**config.mk**
```make
export PLATFORM = sky130hd
export DESIGN_NAME = f1_reaction_timer
export DESIGN_NICKNAME = d
export VERILOG_FILES = /design/src/rtl/f1_reaction_timer.sv
export SDC_FILE = /design/constraint.sdc
export NUM_CORES = 1
export LEC_CHECK = 0
export CORE_MARGIN = 10
export CORE_UTILIZATION = 58
export CTS_CLUSTER_SIZE = 28
export DETAILED_ROUTE_END_ITERATION = 16
export PLACE_DENSITY = 0.86
export SLEW_MARGIN = 20
export SYNTH_ARGS = -nofsm -noshare
export SYNTH_HDL_FRONTEND = slang
export SYNTH_SLANG_ARGS = --single-unit
```
**constraint.sdc**
```tcl
create_clock -name clk -period 5.5 [get_ports clk]
set_input_delay 0.55 -clock clk [delete_from_list [all_inputs] [get_ports clk]]
set_output_delay 0.55 -clock clk [all_outputs]
set_load 0.01 [all_outputs]
```
**src/rtl/f1_reaction_timer.sv**
```systemverilog
// F1 reaction timer: follows the start-light bar up to all-on, times the
// interval from lights-out to the driver's trigger press, flags jump starts
// and malformed light sequences, and keeps the best valid time since reset.
module f1_reaction_timer #(
    parameter int CNT_W = 16
) (
    input  logic             clk,
    input  logic             rst,
    input  logic [7:0]       lights,
    input  logic             trigger,
    input  logic             ack,
    output logic [CNT_W-1:0] reaction_time,
    output logic             result_valid,
    output logic             jump_start,
    output logic             seq_error,
    output logic             busy,
    output logic [CNT_W-1:0] best_time,
    output logic             best_valid
);

    typedef enum logic [2:0] {
        S_IDLE   = 3'd0,
        S_ARMING = 3'd1,
        S_ALL_ON = 3'd2,
        S_TIMING = 3'd3,
        S_DONE   = 3'd4,
        S_FOUL   = 3'd5,
        S_ERR    = 3'd6
    } state_t;

    state_t           state_q, state_d;
    logic             trig_q;
    logic [CNT_W-1:0] count_q, count_d;
    logic [CNT_W-1:0] reaction_time_q, reaction_time_d;
    logic [CNT_W-1:0] best_time_q, best_time_d;
    logic             best_valid_q, best_valid_d;
    logic             result_valid_q, result_valid_d;
    logic             jump_start_q, jump_start_d;
    logic             seq_error_q, seq_error_d;
    logic             busy_q, busy_d;

    // A held trigger produces a single press: only the rising edge counts.
    logic press;
    logic thermo;
    assign press  = trigger & ~trig_q;
    assign thermo = ((lights & (lights + 8'd1)) == 8'd0);

    // State and registered outputs; reset asserts immediately.
    always_ff @(posedge clk or posedge rst) begin
        if (rst) begin
            state_q         <= S_IDLE;
            trig_q          <= 1'b0;
            count_q         <= '0;
            reaction_time_q <= '0;
            best_time_q     <= '1;
            best_valid_q    <= 1'b0;
            result_valid_q  <= 1'b0;
            jump_start_q    <= 1'b0;
            seq_error_q     <= 1'b0;
            busy_q          <= 1'b0;
        end else begin
            state_q         <= state_d;
            trig_q          <= trigger;
            count_q         <= count_d;
            reaction_time_q <= reaction_time_d;
            best_time_q     <= best_time_d;
            best_valid_q    <= best_valid_d;
            result_valid_q  <= result_valid_d;
            jump_start_q    <= jump_start_d;
            seq_error_q     <= seq_error_d;
            busy_q          <= busy_d;
        end
    end

    // Next-state decision; in the held states ack takes priority over everything.
    always_comb begin
        state_d = state_q;
        case (state_q)
            S_IDLE: begin
                if (lights == 8'h01) state_d = S_ARMING;
            end
            S_ARMING: begin
                if (press)                            state_d = S_FOUL;
                else if (lights == 8'hFF)             state_d = S_ALL_ON;
                else if (!thermo || lights == 8'h00)  state_d = S_ERR;
            end
            S_ALL_ON: begin
                if (press)                  state_d = S_FOUL;
                else if (lights == 8'h00)   state_d = S_TIMING;
                else if (lights != 8'hFF)   state_d = S_ERR;
            end
            S_TIMING: begin
                if (press) state_d = S_DONE;
            end
            S_DONE, S_FOUL, S_ERR: begin
                if (ack) state_d = S_IDLE;
            end
            default: state_d = S_IDLE;
        endcase
    end

    // Datapath and flags; flags are derived from the state being entered so
    // they assert on the same edge as the transition.
    always_comb begin
        count_d         = count_q;
        reaction_time_d = reaction_time_q;
        best_time_d     = best_time_q;
        best_valid_d    = best_valid_q;
        case (state_q)
            S_ALL_ON: begin
                if (state_d == S_TIMING) count_d = '0;
            end
            S_TIMING: begin
                if (press) begin
                    reaction_time_d = count_q;
                    if (!best_valid_q || count_q < best_time_q) begin
                        best_time_d  = count_q;
                        best_valid_d = 1'b1;
                    end
                end else if (count_q != '1) begin
                    count_d = count_q + CNT_W'(1);
                end
            end
            default: ;
        endcase
        result_valid_d = (state_d == S_DONE);
        jump_start_d   = (state_d == S_FOUL);
        seq_error_d    = (state_d == S_ERR);
        busy_d         = (state_d == S_ARMING) || (state_d == S_ALL_ON) ||
                         (state_d == S_TIMING);
    end

    assign reaction_time = reaction_time_q;
    assign result_valid  = result_valid_q;
    assign jump_start    = jump_start_q;
    assign seq_error     = seq_error_q;
    assign busy          = busy_q;
    assign best_time     = best_time_q;
    assign best_valid    = best_valid_q;

endmodule

```
==> results of run 1 <==
## path summary, 6_finish.rpt
check                               endpoint  slack, ns  depth (start not counted)
setup / recovery                  count_q[3]       2.95                          7
hold / removal                  best_time[3]       0.50                          2
setup reg to reg                  count_q[3]       2.95                          7
hold reg to reg                 best_time[3]       0.50                          2
max in group asynchronous  reaction_time[12]       4.32                          3
min in group asynchronous         state_q[2]       0.73                          3
## synth_stat cells, drive strengths merged, types with 8 or more instances
cell and count:
inv 26, mux2 28, ha 16, dfstp 16
nand2 22, dfrtp 41, nand3 11, o21ai 24
a21oi 14, nand2b 8, nor2 14
## registers in the layout, summed over array words and instances (netlist names)
name,cells
result_valid,1
count_q,16
seq_error,1
jump_start,1
trig_q,1
state_q,3
best_time,16
best_valid,1
busy,1
reaction_time,16
## logic make-up after synthesis
| kind of cell | Yosys count |
|---|---|
| AOI/OAI and AO/OA | 63 |
| and+or+nand+nor | 82 |
| buffers and inverters | 34 |
| DFF | 57 |
| muxes | 32 |
| adders and majority gates | 16 |
## worst reg2reg max path, delay by kind of cell (launching register included)
family	cells	cell delay [ns]
simple gates	4	0.98
flops	1	0.45
compound gates	2	0.76
fa+ha+maj	1	0.23
## stage by stage
step	setup WS, ns	total power [W]	std cells	hold slack, ns	area, sq um
6_report	2.95	0.000997	411	0.501	3720
5_1_grt	2.66	0.00105	411	0.517	3720
4_1_cts	2.94	0.00100	411	0.506	3720
3_5_place_dp	2.93	0.000660	395	0.491	3550
3_3_place_gp	3.00	0.000648	395	0.489	3550
2_1_floorplan	3.37	0.000590	284	0.500	3020
## layout make-up
cell class	instances	area [sq um]	share of cell area [%]
clock buffers	13	159	4.27
inverters	26	97.6	2.62
repair buffers	49	488	13.1
clock inverters	3	15.0	0.403
multi-input cells	193	1430	38.4
flip-flops and latches	57	1450	38.9
well taps	70	87.6	2.35
## power breakdown
| part | switching (W) | internal (W) |
|---|---|---|
| combinational | 0.0000802 | 0.0000745 |
| sequential | 0.0000459 | 0.000453 |
| clock | 0.000158 | 0.000186 |
## routing by layer
| metal | GRT usage, % | wire length [um] | vias to the layer above |
|---|---|---|---|
| met2 | 25.9 | 3150 | 77 |
| met3 | 6.03 | 467 | 9 |
| met4 | 6.04 | 119 | 0 |
| li1 | - | - | 1126 |
| met5 | 0 | 0 | - |
| met1 | 19.4 | 2740 | 1156 |
## cell usage in the layout, fill, tap and decap left out, types with 4 or more instances in the layout
master and count:
mux2_2 22, mux2i_1 4, nand2_1 21, nand3_1 11, a21oi_1 14, o21ai_0 22, dfstp_2 16, mux2_4 6
nor2_1 13, ha_1 16, nand4_1 4, inv_1 25, dfrtp_1 41, nor4_1 4, o31ai_1 5, clkdlybuf4s50_1 48
clkbuf_8 11, nand2b_1 8
==> run_results.csv, run 1 <==
group,metric,value,unit
cts,tritoncts,"yes",
logic_synthesis,synth_top_family_by_area,"simple AND/OR/NAND/NOR gates",
placed_design,port_buffers,48,
grt,antenna_found_initial,0,
critical_path,slowest_delay,0.68,ns
cells_and_area,syn2layout_area_growth,23.2,%
cts,hold_buffers,0,
drt,routed_via_density,5.76,
timing,setup_viol,0,
logic_synthesis,synth_fp_nets,312,
logic_synthesis,synth_compound_area_share,13.2,%
logic_synthesis,muxShareOfSynthArea,12.5,%
cts,clk-insertion-delay-late,0.33,ns
logic_synthesis,synthCells,284,
cts,htreeDepth,3,
cells_and_area,fillers,362,
drt,dr.pass1.iters,4,
critical_path,slowest_stage,"o21ai_1",
cts,cts.clk_slew.worst_paths,0.06,ns
critical_path,required,5.71,ns
grt,first_global_vias,2432,
cells_and_area,drive_above_1_share,20.2,%
critical_path,crit_family,"simple AND/OR/NAND/NOR gates",
timing,fmax,393,MHz
grt,grt_max_degree,58,
critical_path,r2r-start,"count_q[1]",
power,powerDensity,268,mW/mm^2
critical_path,path_max_fanout,13,
critical_path,cp.arrival,2.76,ns
logic_synthesis,synth_simple_gate_area_share,15.0,%
drt,routedWlPerCell,15.8,um
floorplan,rows,26,
power,leakagePower,1.71,nW
drt,num_vias,2368,
floorplan,pin_count,49,
timing,skew,0.00623,ns
timing,slew_violations,0,
cts,post_cts_buffers,0,
logic_synthesis,synth_edf_count,0,
timing,rsz0062_at_grt,"no",
critical_path,path_buf_inv,0,
drt,drt_iter0_markers,235,
timing,fin_tns_setup,0,ns
logic_synthesis,synth.yosys.seq_area_share,47.9,%
grt,grt.overflow.total,0,
critical_path,crit_path_start,"count_q[1]",
logic_synthesis,synth_xor_area_share,0,%
logic_synthesis,netlist.area_leader.share,34.0,%
critical_path,worstPathCellList,"ha_1, nand3_1, nor4_4, nand2_1, o21ai_1, or3_1, o21ai_0",
timing,slew_headroom,43.7,%
cells_and_area,final_nets,364,
placed_design,place_congestion,0.816,
cells_and_area,antenna_cells,0,
power,ir_worst_vdd,0.000233,V
drt,routed_wl,6480,um
logic_synthesis,synth_async_sr_flop_share,100,%
floorplan,dieArea,0.00850,sq mm
floorplan,start_util,59.5,%
grt,grt_pass1_wl,11400,um
cts,cts_sinks,57,
cts,cts_root_buffer,"clkbuf_8",
grt,grt_util_all_layers,16.2,%
logic_synthesis,ys_types,48,
logic_synthesis,synth_area_per_cell,10.6,sq um
logic_synthesis,synth_warnings,0,
critical_path,criticalPathCategory,"reg2reg",
status,status,"finished clean",
cts,numCtsBuffers,9,
logic_synthesis,synth.area.top_cells,"dfrtp_1 (34%), dfstp_2 (14%), mux2_2 (8.2%)",
timing,min_period_over_period,46.3,%
floorplan,fp.dieH,92.2,um
logic_synthesis,synthAdderAreaFrac,6.63,%
logic_synthesis,synth_area,0.00302,sq mm
placed_design,dp_hpwl,4690,um
flow_run,drv_cap,0,
hold_path,min_from,"best_time[3]",
timing,period_minus_slack,2.55,ns
hold_path,min_path_type,"reg2reg",
timing,report.final.hold_viol_count,0,
cts,clk_path_buf_depth,2,
logic_synthesis,synth_top_area_cell,"dfrtp_1",
critical_path,end_kind,"flip-flop",
critical_path,start_kind,"flip-flop",
timing,worst_slew_pin_slew,0.840,ns
floorplan,fp.dieW,92.2,um
floorplan,design.core.area,0.00507,sq mm
drt,route.detailed.drc,0,
logic_synthesis,ys_seq_elements,57,
logic_synthesis,synth_flop_cell,"dfrtp_1",
drt,ant_nets,0,
cts,cts_resized,0,
cells_and_area,final_core_util,73.3,%
Note: power is estimated with default switching activity, not from simulation.
==> inputs of run 2 (changes only) <==
Settings changed: CORE_UTILIZATION 58 to 48, PLACE_DENSITY 0.86 to 0.76.
Clock period 5.5 ns to 2.05 ns, I/O delays scaled along.
==> run 2 against run 1 <==
  * The run now ends with setup timing left
  * Total power rose to 2.9 times the previous value
  * Routed wire length rose by 22%
  * Critical path depth grew 1
  * Combinational power rose to 4.0 times the previous value
  * Global-route usage decreased by 0.65 points
  * Count of clock-buffer cells in the layout down 1
  * Sequential power grew to 2.6 times the previous value
  * Fmax rose by 21%
  * Clock skew is 0.0070 ns higher
==> run_results.csv, run 2 (same netlist as run 1, synthesis figures left out) <==
group,metric,value,unit
status,status,"complete, but fails checks",
status,violations,"setup timing",
critical_path,reg2reg_setup_slack,-0.06,ns
cts,cts.clk_slew.worst_paths,0.07,ns
floorplan,design.core.area,0.00603,sq mm
cts,hold_buffers,0,
critical_path,path_max_fanout,6,
critical_path,criticalPathCategory,"reg2reg",
critical_path,cp.arrival,2.38,ns
cts,tritoncts,"yes",
cts,clk_path_buf_depth,2,
drt,dr.pass1.iters,4,
drt,num_vias,2553,
power,leakagePower,1.99,nW
grt,grt_util_all_layers,15.5,%
timing,hold_slack,0.205,ns
placed_design,dp_hpwl,5380,um
hold_path,min_path_type,"in2async",
critical_path,crit_family,"flip-flops",
timing,min_period_over_period,103,%
timing,setup_viol,14,
drt,drt_iter0_markers,182,
timing,period_minus_slack,2.11,ns
timing,fin_tns_setup,-0.612,ns
cts,clk-insertion-delay-late,0.35,ns
timing,slew_violations,0,
cells_and_area,fillers,408,
cts,numCtsBuffers,9,
power,ir_worst_vdd,0.000491,V
floorplan,dieArea,0.00987,sq mm
power,finalPower,0.00293,W
placed_design,placed_cells,443,
critical_path,path_buf_inv,2,
floorplan,pin_count,49,
floorplan,rows,28,
drt,route.detailed.drc,0,
timing,final.setup.worst_slack,-0.0568,ns
critical_path,slowest_stage,"dfstp_2",
grt,grt.overflow.total,0,
placed_design,port_buffers,48,
timing,fmax,475,MHz
timing,skew,0.0133,ns
timing,slew_headroom,69.7,%
cells_and_area,mostFrequentLayoutCell,"clkdlybuf4s50_1",
drt,routed_via_density,5.53,
cells_and_area,drive_above_1_share,36.7,%
power,powerDensity,673,mW/mm^2
placed_design,place_congestion,0.815,
cts,cts_root_buffer,"clkbuf_8",
cts,cts_sinks,57,
drt,ant_nets,0,
grt,grt_pass1_wl,12600,um
critical_path,ff2ff_path_depth,8,
critical_path,end_kind,"flip-flop",
critical_path,worstPathCellList,"inv_2, ha_4, nand2_2, nor3_2, nand4_1, o21bai_4, clkbuf_16, mux2_4",
critical_path,slowest_delay,0.56,ns
cells_and_area,syn2layout_area_growth,43.9,%
timing,report.final.hold_viol_count,0,
floorplan,fp.dieH,99.3,um
cells_and_area,final_cells,462,
critical_path,rr_endpoint,"best_time[10]",
drt,routedWlPerCell,17.1,um
floorplan,start_util,50.1,%
grt,first_global_vias,2640,
critical_path,required,2.32,ns
cells_and_area,final_core_util,72.1,%
grt,grt_max_degree,39,
grt,antenna_found_initial,0,
critical_path,r2r-start,"best_time[8]",
cells_and_area,antenna_cells,0,
drt,routed_wl,7900,um
timing,rsz0062_at_grt,"yes",
floorplan,fp.dieW,99.3,um
timing,worst_slew_pin_slew,0.451,ns
cells_and_area,final_nets,410,
flow_run,drv_cap,0,
cells_and_area,mostFrequentLayoutCells,"clkdlybuf4s50_1 (48), buf_4 (42), dfrtp_1 (39)",
critical_path,start_kind,"flip-flop",
cts,htreeDepth,3,
## run 2: tightest hold or removal path: cells and delay by family
family | cells | cell delay [ns]
buffers and inverters | 3 | 0.71
## run 2: through the flow
stage	worst slack [ns]	cell area [sq um]
2_1_floorplan	0.000961	3040
5_1_grt	-0.117	4350
6_report	-0.0568	4350
3_5_place_dp	-0.0877	3920
4_1_cts	-0.0465	4130
3_3_place_gp	-0.0486	3920
## run 2: worst max-delay path by stage
stage          cells past startpoint           from             to
2_1_floorplan                      8   best_time[1]  best_time[10]
3_3_place_gp                       6      lights[3]     jump_start
3_5_place_dp                       5      lights[3]     jump_start
4_1_cts                            9  best_time[11]  best_time[14]
5_1_grt                            8   best_time[5]  best_time[14]
6_report                           8   best_time[8]  best_time[10]
## run 2: cell type report
cell class	instances	area (sq um)	area share, %
inverter	26	97.6	2.25
multi-input combinational	193	1630	37.6
sequential	57	1450	33.3
tap	75	93.8	2.16
timing repair buffer	95	892	20.5
clock inverter	4	45.0	1.04
clock buffer	12	135	3.11
## run 2: power by group
group	internal [W]	switching, W	total (W)
Combinational	0.000302	0.000319	0.000622
Clock	0.000556	0.000456	0.00101
Sequential	0.00122	0.0000743	0.00129
## run 2: routing by layer
layer,track usage [%],up-vias,part of all wire [%]
met1,18.7,1238,42
met2,23.7,75,49
met4,6.50,0,1.8
met3,6.71,20,7.3
met5,0,-,0
li1,-,1220,-
## run 2: what timing repair did
action                     in CTS  in global routing
hold endpoints to repair        0                  0
resized for setup               7                 30
gates cloned                    0                  1
pin swaps                       0                 11
buffers inserted                0                  2
setup endpoints to repair      26                 29
